<file path="src/rtl/clock_set_if.sv">
// Handshake bundle between the clock-set controller and the counter
// datapath / button front end / display. The front end drives buttons and
// live counts; the controller drives tick, load, edit values, mode and blink.
interface clock_set_if;
    logic       btn_mode;
    logic       btn_inc;
    logic       btn_dec;
    logic [7:0] cur_hr;
    logic [7:0] cur_min;
    logic       sec_tick;
    logic       load;
    logic [7:0] load_hr;
    logic [7:0] load_min;
    logic [7:0] load_sec;
    logic [7:0] edit_hr;
    logic [7:0] edit_min;
    logic [1:0] mode;
    logic       blink;

    modport master (
        output btn_mode, btn_inc, btn_dec, cur_hr, cur_min,
        input  sec_tick, load, load_hr, load_min, load_sec,
               edit_hr, edit_min, mode, blink
    );

    modport slave (
        input  btn_mode, btn_inc, btn_dec, cur_hr, cur_min,
        output sec_tick, load, load_hr, load_min, load_sec,
               edit_hr, edit_min, mode, blink
    );
endinterface

</file>
<file path="src/rtl/clock_set_ctrl.sv">
// Mode/sequencing controller for an HH:MM:SS clock datapath: 1 Hz advance
// enable, button-driven hour/minute set FSM with idle timeout, one-cycle
// parallel load on commit, and a blink phase for the field being edited.
module clock_set_ctrl #(
    parameter int TICK_DIV  = 100_000_000,
    parameter int BLINK_DIV = 25_000_000,
    parameter int TIMEOUT_S = 30
) (
    input  logic        clk,
    input  logic        rst,
    clock_set_if.slave  bus
);

    localparam int TW = $clog2(TICK_DIV);
    localparam int BW = $clog2(BLINK_DIV);
    localparam int IW = $clog2(TIMEOUT_S + 1);

    typedef enum logic [1:0] {
        RUN     = 2'b00,
        SET_HR  = 2'b01,
        SET_MIN = 2'b10,
        COMMIT  = 2'b11
    } mode_t;

    mode_t         state, state_n;
    logic [TW-1:0] pcnt;
    logic [BW-1:0] bcnt;
    logic [IW-1:0] idle, idle_n;
    logic [7:0]    edit_hr_q, edit_hr_n;
    logic [7:0]    edit_min_q, edit_min_n;
    logic [7:0]    load_hr_q, load_min_q;
    logic          load_q, load_n;
    logic          sec_tick_q;
    logic          blink_q;

    logic tick;
    logic btn_any;
    logic step_up;
    logic step_dn;
    logic in_set;
    logic stay_set;

    assign tick     = (pcnt == TW'(TICK_DIV - 1));
    assign btn_any  = bus.btn_mode | bus.btn_inc | bus.btn_dec;
    // inc and dec together cancel out
    assign step_up  = bus.btn_inc & ~bus.btn_dec;
    assign step_dn  = bus.btn_dec & ~bus.btn_inc;
    assign in_set   = (state == SET_HR) || (state == SET_MIN);
    // blink keeps running only while we remain in the same set mode
    assign stay_set = in_set && (state_n == state);

    // Next state, edit values, idle-seconds count and load request
    always_comb begin
        state_n    = state;
        edit_hr_n  = edit_hr_q;
        edit_min_n = edit_min_q;
        idle_n     = idle;
        load_n     = 1'b0;
        case (state)
            RUN: begin
                if (bus.btn_mode) begin
                    state_n    = SET_HR;
                    edit_hr_n  = (bus.cur_hr  > 8'd23) ? 8'd0 : bus.cur_hr;
                    edit_min_n = (bus.cur_min > 8'd59) ? 8'd0 : bus.cur_min;
                    idle_n     = '0;
                end
            end
            SET_HR: begin
                if (bus.btn_mode)
                    state_n = SET_MIN;
                else if (step_up)
                    edit_hr_n = (edit_hr_q == 8'd23) ? 8'd0 : edit_hr_q + 8'd1;
                else if (step_dn)
                    edit_hr_n = (edit_hr_q == 8'd0) ? 8'd23 : edit_hr_q - 8'd1;
            end
            SET_MIN: begin
                if (bus.btn_mode) begin
                    state_n = COMMIT;
                    load_n  = 1'b1;
                end else if (step_up)
                    edit_min_n = (edit_min_q == 8'd59) ? 8'd0 : edit_min_q + 8'd1;
                else if (step_dn)
                    edit_min_n = (edit_min_q == 8'd0) ? 8'd59 : edit_min_q - 8'd1;
            end
            default: begin
                // COMMIT lasts one cycle and ignores buttons
                state_n = RUN;
            end
        endcase
        // Idle timeout: a button always wins over an expiring count
        if (in_set) begin
            if (btn_any)
                idle_n = '0;
            else if (tick) begin
                if (idle == IW'(TIMEOUT_S - 1)) begin
                    state_n = RUN;
                    idle_n  = '0;
                end else begin
                    idle_n = idle + IW'(1);
                end
            end
        end
    end

    // State, edit values and idle counter registers
    always_ff @(posedge clk or posedge rst) begin
        if (rst) begin
            state      <= RUN;
            edit_hr_q  <= '0;
            edit_min_q <= '0;
            idle       <= '0;
        end else begin
            state      <= state_n;
            edit_hr_q  <= edit_hr_n;
            edit_min_q <= edit_min_n;
            idle       <= idle_n;
        end
    end

    // Seconds prescaler; a commit restarts it so the next second is full length
    always_ff @(posedge clk or posedge rst) begin
        if (rst)
            pcnt <= '0;
        else if (state == COMMIT || tick)
            pcnt <= '0;
        else
            pcnt <= pcnt + TW'(1);
    end

    // Blink phase generator, restarted on every set-mode entry
    always_ff @(posedge clk or posedge rst) begin
        if (rst) begin
            bcnt    <= '0;
            blink_q <= 1'b0;
        end else if (stay_set) begin
            if (bcnt == BW'(BLINK_DIV - 1)) begin
                bcnt    <= '0;
                blink_q <= ~blink_q;
            end else begin
                bcnt <= bcnt + BW'(1);
            end
        end else begin
            bcnt    <= '0;
            blink_q <= 1'b0;
        end
    end

    // Registered strobes and load values
    always_ff @(posedge clk or posedge rst) begin
        if (rst) begin
            sec_tick_q <= 1'b0;
            load_q     <= 1'b0;
            load_hr_q  <= '0;
            load_min_q <= '0;
        end else begin
            sec_tick_q <= tick && (state == RUN);
            load_q     <= load_n;
            if (load_n) begin
                load_hr_q  <= edit_hr_q;
                load_min_q <= edit_min_q;
            end
        end
    end

    assign bus.sec_tick = sec_tick_q;
    assign bus.load     = load_q;
    assign bus.load_hr  = load_hr_q;
    assign bus.load_min = load_min_q;
    assign bus.load_sec = 8'd0;
    assign bus.edit_hr  = edit_hr_q;
    assign bus.edit_min = edit_min_q;
    assign bus.mode     = state;
    assign bus.blink    = blink_q;

endmodule

</file>
<file path="src/flat_wrapper.sv">
// flat-port wrapper written by rule: the top's interface ports become plain ports
module clock_set_ctrl_flat 
#(
    parameter int TICK_DIV  = 100_000_000,
    parameter int BLINK_DIV = 25_000_000,
    parameter int TIMEOUT_S = 30
)
  (clk, rst, bus_btn_mode, bus_btn_inc, bus_btn_dec, bus_cur_hr, bus_cur_min, bus_sec_tick, bus_load, bus_load_hr, bus_load_min, bus_load_sec, bus_edit_hr, bus_edit_min, bus_mode, bus_blink);
  clock_set_if bus_i ();
  input  logic clk;
  input  logic rst;
  input wire logic [$bits(bus_i.btn_mode)-1:0] bus_btn_mode;
  input wire logic [$bits(bus_i.btn_inc)-1:0] bus_btn_inc;
  input wire logic [$bits(bus_i.btn_dec)-1:0] bus_btn_dec;
  input wire logic [$bits(bus_i.cur_hr)-1:0] bus_cur_hr;
  input wire logic [$bits(bus_i.cur_min)-1:0] bus_cur_min;
  output wire logic [$bits(bus_i.sec_tick)-1:0] bus_sec_tick;
  output wire logic [$bits(bus_i.load)-1:0] bus_load;
  output wire logic [$bits(bus_i.load_hr)-1:0] bus_load_hr;
  output wire logic [$bits(bus_i.load_min)-1:0] bus_load_min;
  output wire logic [$bits(bus_i.load_sec)-1:0] bus_load_sec;
  output wire logic [$bits(bus_i.edit_hr)-1:0] bus_edit_hr;
  output wire logic [$bits(bus_i.edit_min)-1:0] bus_edit_min;
  output wire logic [$bits(bus_i.mode)-1:0] bus_mode;
  output wire logic [$bits(bus_i.blink)-1:0] bus_blink;
  assign bus_i.btn_mode = bus_btn_mode;
  assign bus_i.btn_inc = bus_btn_inc;
  assign bus_i.btn_dec = bus_btn_dec;
  assign bus_i.cur_hr = bus_cur_hr;
  assign bus_i.cur_min = bus_cur_min;
  assign bus_sec_tick = bus_i.sec_tick;
  assign bus_load = bus_i.load;
  assign bus_load_hr = bus_i.load_hr;
  assign bus_load_min = bus_i.load_min;
  assign bus_load_sec = bus_i.load_sec;
  assign bus_edit_hr = bus_i.edit_hr;
  assign bus_edit_min = bus_i.edit_min;
  assign bus_mode = bus_i.mode;
  assign bus_blink = bus_i.blink;
  clock_set_ctrl #(.TICK_DIV(TICK_DIV), .BLINK_DIV(BLINK_DIV), .TIMEOUT_S(TIMEOUT_S)) u_core (.clk(clk), .rst(rst), .bus(bus_i));
endmodule
</file>
<file path="config.mk">
export PLATFORM = sky130hd
export DESIGN_NAME = clock_set_ctrl_flat
export DESIGN_NICKNAME = d
export VERILOG_FILES = /design/src/rtl/clock_set_if.sv /design/src/rtl/clock_set_ctrl.sv /design/src/flat_wrapper.sv
export SDC_FILE = /design/constraint.sdc
export NUM_CORES = 1
export LEC_CHECK = 0
export CORE_ASPECT_RATIO = 1.75
export CORE_MARGIN = 5
export CORE_UTILIZATION = 45
export CTS_CLUSTER_DIAMETER = 30
export DETAILED_ROUTE_END_ITERATION = 10
export PLACE_DENSITY = 0.78
export SLEW_MARGIN = 15
export SYNTH_ARGS = -nofsm -noshare
export SYNTH_HDL_FRONTEND = slang
export SYNTH_SLANG_ARGS = --single-unit
</file>
<file path="constraint.sdc">
create_clock -name clk -period 5.31 [get_ports clk]
set_clock_uncertainty 0.2 [all_clocks]
set_input_delay 1.062 -clock clk [delete_from_list [all_inputs] [get_ports clk]]
set_output_delay 1.062 -clock clk [all_outputs]
set_load 0.01 [all_outputs]
</file>
==> results by stage <==
Status:
- The flow ran to the end, and the final reports show no timing, DRC or antenna violations.

Timing:
- The final clock period utilization by the worst path is 0.6561.
- The transition at the pin with the smallest max-transition slack is 0.9997 ns.
- The total count of max-transition violations in the final report is 0.
- The final hold violation count is 0.
- Setup repair after global routing left no endpoint under its margin.
- Setup violations remaining at the end of the flow were counted as 0.
- The final critical path time including I/O delays and setup is 3.484 ns.
- The maximum achievable frequency is 0.2870 GHz.
- In the final timing run, aggregate negative setup slack is 0 ns.
- The worst slew margin relative to its limit is 0.3304.

CTS:
- Clock tree synthesis inserted a total of 9 buffers.
- The insertion delay of the later-clocked pin in the worst-skew pair is 0.35 ns.
- The CTS tree is done.
- After clock tree synthesis, the clock-pin slew on the worst setup and hold paths is 0.07 ns.
- The maximum buffer depth of the clock tree is 2.
- The number of buffers inserted by hold repair at cts is 0.
- The number of gates resized after cts is 0.
- The clock tree synthesis step divided the H-tree into 3 levels.
- The number of clock sinks is 94.
- The count of buffers added by post-CTS timing repair for setup is 0.
- The root buffer selected by CTS is sky130_fd_sc_hd__clkbuf_16.

Critical path:
- STA classifies the critical path endpoint as a flip-flop.
- The top fanout value on the critical path is 11.
- The category of the most critical setup path is in -> reg.
- Data on the critical path is required at its endpoint by 5.36 ns.
- The data arrival time of the critical path is 3.53 ns.
- The kind of start point of the critical path is a primary input.

Place:
- The half-perimeter wire length after detailed placement is 9650 um.
- The congestion estimate from routability-driven global placement came to 0.9354.
- The cell count after placement is 763.
- The number of input and output port buffers inserted is 57.

Global routing:
- The initial antenna violation count is 0.
- For this run, the total global-route usage over all layers was measured as 0.1922.
- The first global-routing pass estimated 22300 um of wire.
- Entering global routing, the biggest net connects 47 pins.
- The via count of the first global-routing pass came to 4726.
- After global routing the overflow that remains totals 0.

Cells and area:
- In the layout the commonest cells are sky130_fd_sc_hd__dfrtp_1 (94), sky130_fd_sc_hd__nor2_1 (83), sky130_fd_sc_hd__clkdlybuf4s50_1 (57).
- The final net count is 674.
- Of the cells placed in the final design, the portion with a size suffix greater than 1 is 0.05745.
- The most common library cell in the layout ignoring fill and taps is sky130_fd_sc_hd__dfrtp_1.
- The count of cells in the finished layout, fillers not included, comes to 779.
- From synthesis to final layout, the design area changed by 18.95%.
- The number of antenna diodes in the final layout is 0.

Yosys:
- Of the post-synthesis cell area, the part taken by muxes is 0.01687.
- The flip-flop and latch count after synthesis is 94.
- The top flip-flop cell by instance count after synthesis is sky130_fd_sc_hd__dfrtp_1.
- The share of synthesized cell area in full adder, half adder and majority cells is 0.03279.
- The fraction of synthesis flops using an asynchronous set or reset pin is 1.000.
- The xor-xnor portion of the synthesized cell area is 0.09346.
- Dividing the synthesized area by the synthesized cell count gives 9.038 sq um.
- For this run, the register share of the synthesized area comes to 0.4404.
- After synthesis the cells add up to 5341 sq um.
- The dominant combinational cell family by area after synthesis is simple AND/OR/NAND/NOR gates.
- The area fraction in and, or, nand and nor cells after synthesis is 0.2488.
- The share of the synthesized area in compound gates (AO/OA/AOI/OAI) came to 0.1237.
- The number of library cell types mapped by synthesis is 58.
- The number of warnings reported in the yosys synthesis log is 0.
- Synthesis produced a netlist whose cell count is 591.
- Yosys mapped a number of flops with a built-in enable equal to 0.

Floorplanning:
- The core region is 11580 sq um.
- The total die area is 14230 sq um.
- The width of the die is 92.36 um.
- For this design the top-level I/O count stands at 66.
- The die boundary height is 154.1 um.
- For this configuration, the core starts out at a cell density of 0.4612.
- In this run the core area contains 52 standard-cell rows.

Drt:
- After detailed routing, the number of vias per cell comes to 5.893.
- The post-detailed-route count of antenna-violating nets is 0.
- The number of DRC markers in iteration 0 is 267.
- The detailed-route wire length is 13220 um.
- Dividing the detail-routed wire length by the instance count gives 16.97 um.
- The pre-antenna-repair detailed-routing pass consisted of 4 iterations.
- In the routed design, unresolved DRC markers number 0.
- Across all layers, the routed design uses 4591 vias.

Hold path:
- The class of the most critical hold timing path is reg -> reg.

Flow run:
- The number of max-capacitance violations reported is 0.

Pwr:
- The peak supply drop is 0.3667 mV.
- The ratio of total power to cell area is 452.9 nW/um^2.
- Summed over all cells, the static leakage comes to 2.593 nW.
==> cell usage after synthesis (7+ instances only) <==
| cell type | n | area (sq um) |
|---|---|---|
| sky130_fd_sc_hd__mux2_2 | 8 | 90.09 |
| sky130_fd_sc_hd__nor2_1 | 83 | 311.6 |
| sky130_fd_sc_hd__nor4_1 | 8 | 50.05 |
| sky130_fd_sc_hd__xnor2_1 | 34 | 297.8 |
| sky130_fd_sc_hd__inv_1 | 22 | 82.58 |
| sky130_fd_sc_hd__nand3_1 | 34 | 170.2 |
| sky130_fd_sc_hd__and3_1 | 14 | 87.58 |
| sky130_fd_sc_hd__nand4_1 | 12 | 75.07 |
| sky130_fd_sc_hd__clkbuf_1 | 15 | 56.30 |
| sky130_fd_sc_hd__xor2_1 | 23 | 201.4 |
| sky130_fd_sc_hd__and4_1 | 7 | 61.31 |
| sky130_fd_sc_hd__a21oi_1 | 22 | 110.1 |
| sky130_fd_sc_hd__a221oi_1 | 7 | 61.31 |
| sky130_fd_sc_hd__buf_4 | 8 | 60.06 |
| sky130_fd_sc_hd__nand2_1 | 48 | 180.2 |
| sky130_fd_sc_hd__nor3_1 | 18 | 90.09 |
| sky130_fd_sc_hd__ha_1 | 14 | 175.2 |
| sky130_fd_sc_hd__dfrtp_1 | 94 | 2352 |
| sky130_fd_sc_hd__o21ai_0 | 30 | 150.1 |
==> area by class of cell <==
class / instances / area, sq um
fillers: 1040 / 5228
flip-flops and latches: 94 / 2352
clock buffers: 10 / 239.0
multi-input cells: 452 / 2784
well taps: 135 / 168.9
inverters: 22 / 83.83
repair buffers: 60 / 593.1
clock inverters: 6 / 132.6
==> power by group <==
part / leakage (nW) / switching [W] / internal, W
registers: 1.26 / 0.000183 / 0.000837
logic: 1.15 / 0.000599 / 0.000466
clock network: 0.179 / 0.000273 / 0.000520
==> through the flow <==
step	total power, W	utilization	instance area [sq um]	setup WS [ns]	hold WS, ns
5_1_grt	0.003050	0.5486	6354	1.620	0.3100
6_report	0.002877	0.5486	6354	1.826	0.2823
2_1_floorplan	0.001673	-	5368	1.599	0.2547
3_5_place_dp	0.002081	0.5165	5982	1.488	0.2699
3_3_place_gp	0.002040	0.5165	5982	1.604	0.2625
4_1_cts	0.002887	0.5486	6354	1.848	0.2848
==> layer usage <==
layer | GRT usage | vias to the layer above | routed length [um]
li1 | - | 2162 | -
met1 | 0.2045 | 2274 | 5014
met2 | 0.3535 | 127 | 7282
met3 | 0.04059 | 28 | 531
met4 | 0.09142 | 0 | 387
met5 | 0 | - | 0
==> final timing paths <==
path	startpoint	end	slack, ns	depth (start not counted)
hold / removal	u_core.bus.load_hr[3]	u_core.bus.load_hr[3]	0.28	2
min in group asynchronous	rst	u_core.bus.load_hr[7]	0.79	2
setup reg to reg	u_core.bus.mode[0]	u_core.bcnt[21]	2.04	8
setup / recovery	bus_btn_mode	u_core.bcnt[21]	1.83	7
hold reg to reg	u_core.bus.load_hr[3]	u_core.bus.load_hr[3]	0.28	2
max in group asynchronous	rst	u_core.pcnt[1]	3.20	3
==> worst max-delay path, stage by stage <==
cell and delay (ns):
sky130_fd_sc_hd__clkdlybuf4s50_1 0.52, sky130_fd_sc_hd__or3_1 0.41, sky130_fd_sc_hd__o311ai_1 0.15, sky130_fd_sc_hd__or4b_1 0.49, sky130_fd_sc_hd__o31ai_1 0.13, sky130_fd_sc_hd__a31oi_1 0.44, sky130_fd_sc_hd__a311oi_1 0.33
==> registers in the layout (all words and copies together) (netlist names) <==
name / cells
u_core.bus.load_min: 8
u_core.bus.edit_min: 8
u_core.bus.edit_hr: 8
u_core.pcnt: 27
u_core.bcnt: 25
u_core.bus.sec_tick: 1
u_core.bus.blink: 1
u_core.idle: 5
u_core.bus.load_hr: 8
u_core.bus.load: 1
u_core.bus.mode: 2
==> kinds of logic (layout without fill, tap and decap cells) <==
| kind of cell | count (synthesis) | in the layout |
|---|---|---|
| compound gates | 100 | 100 |
| xor+xnor | 57 | 57 |
| fa+ha+maj | 14 | 14 |
| buf+inv | 52 | 98 |
| flops | 94 | 94 |
| mux | 8 | 8 |
| other cells | 1 | 8 |
| simple gates | 265 | 265 |
Note: power is estimated with default switching activity, not from simulation.
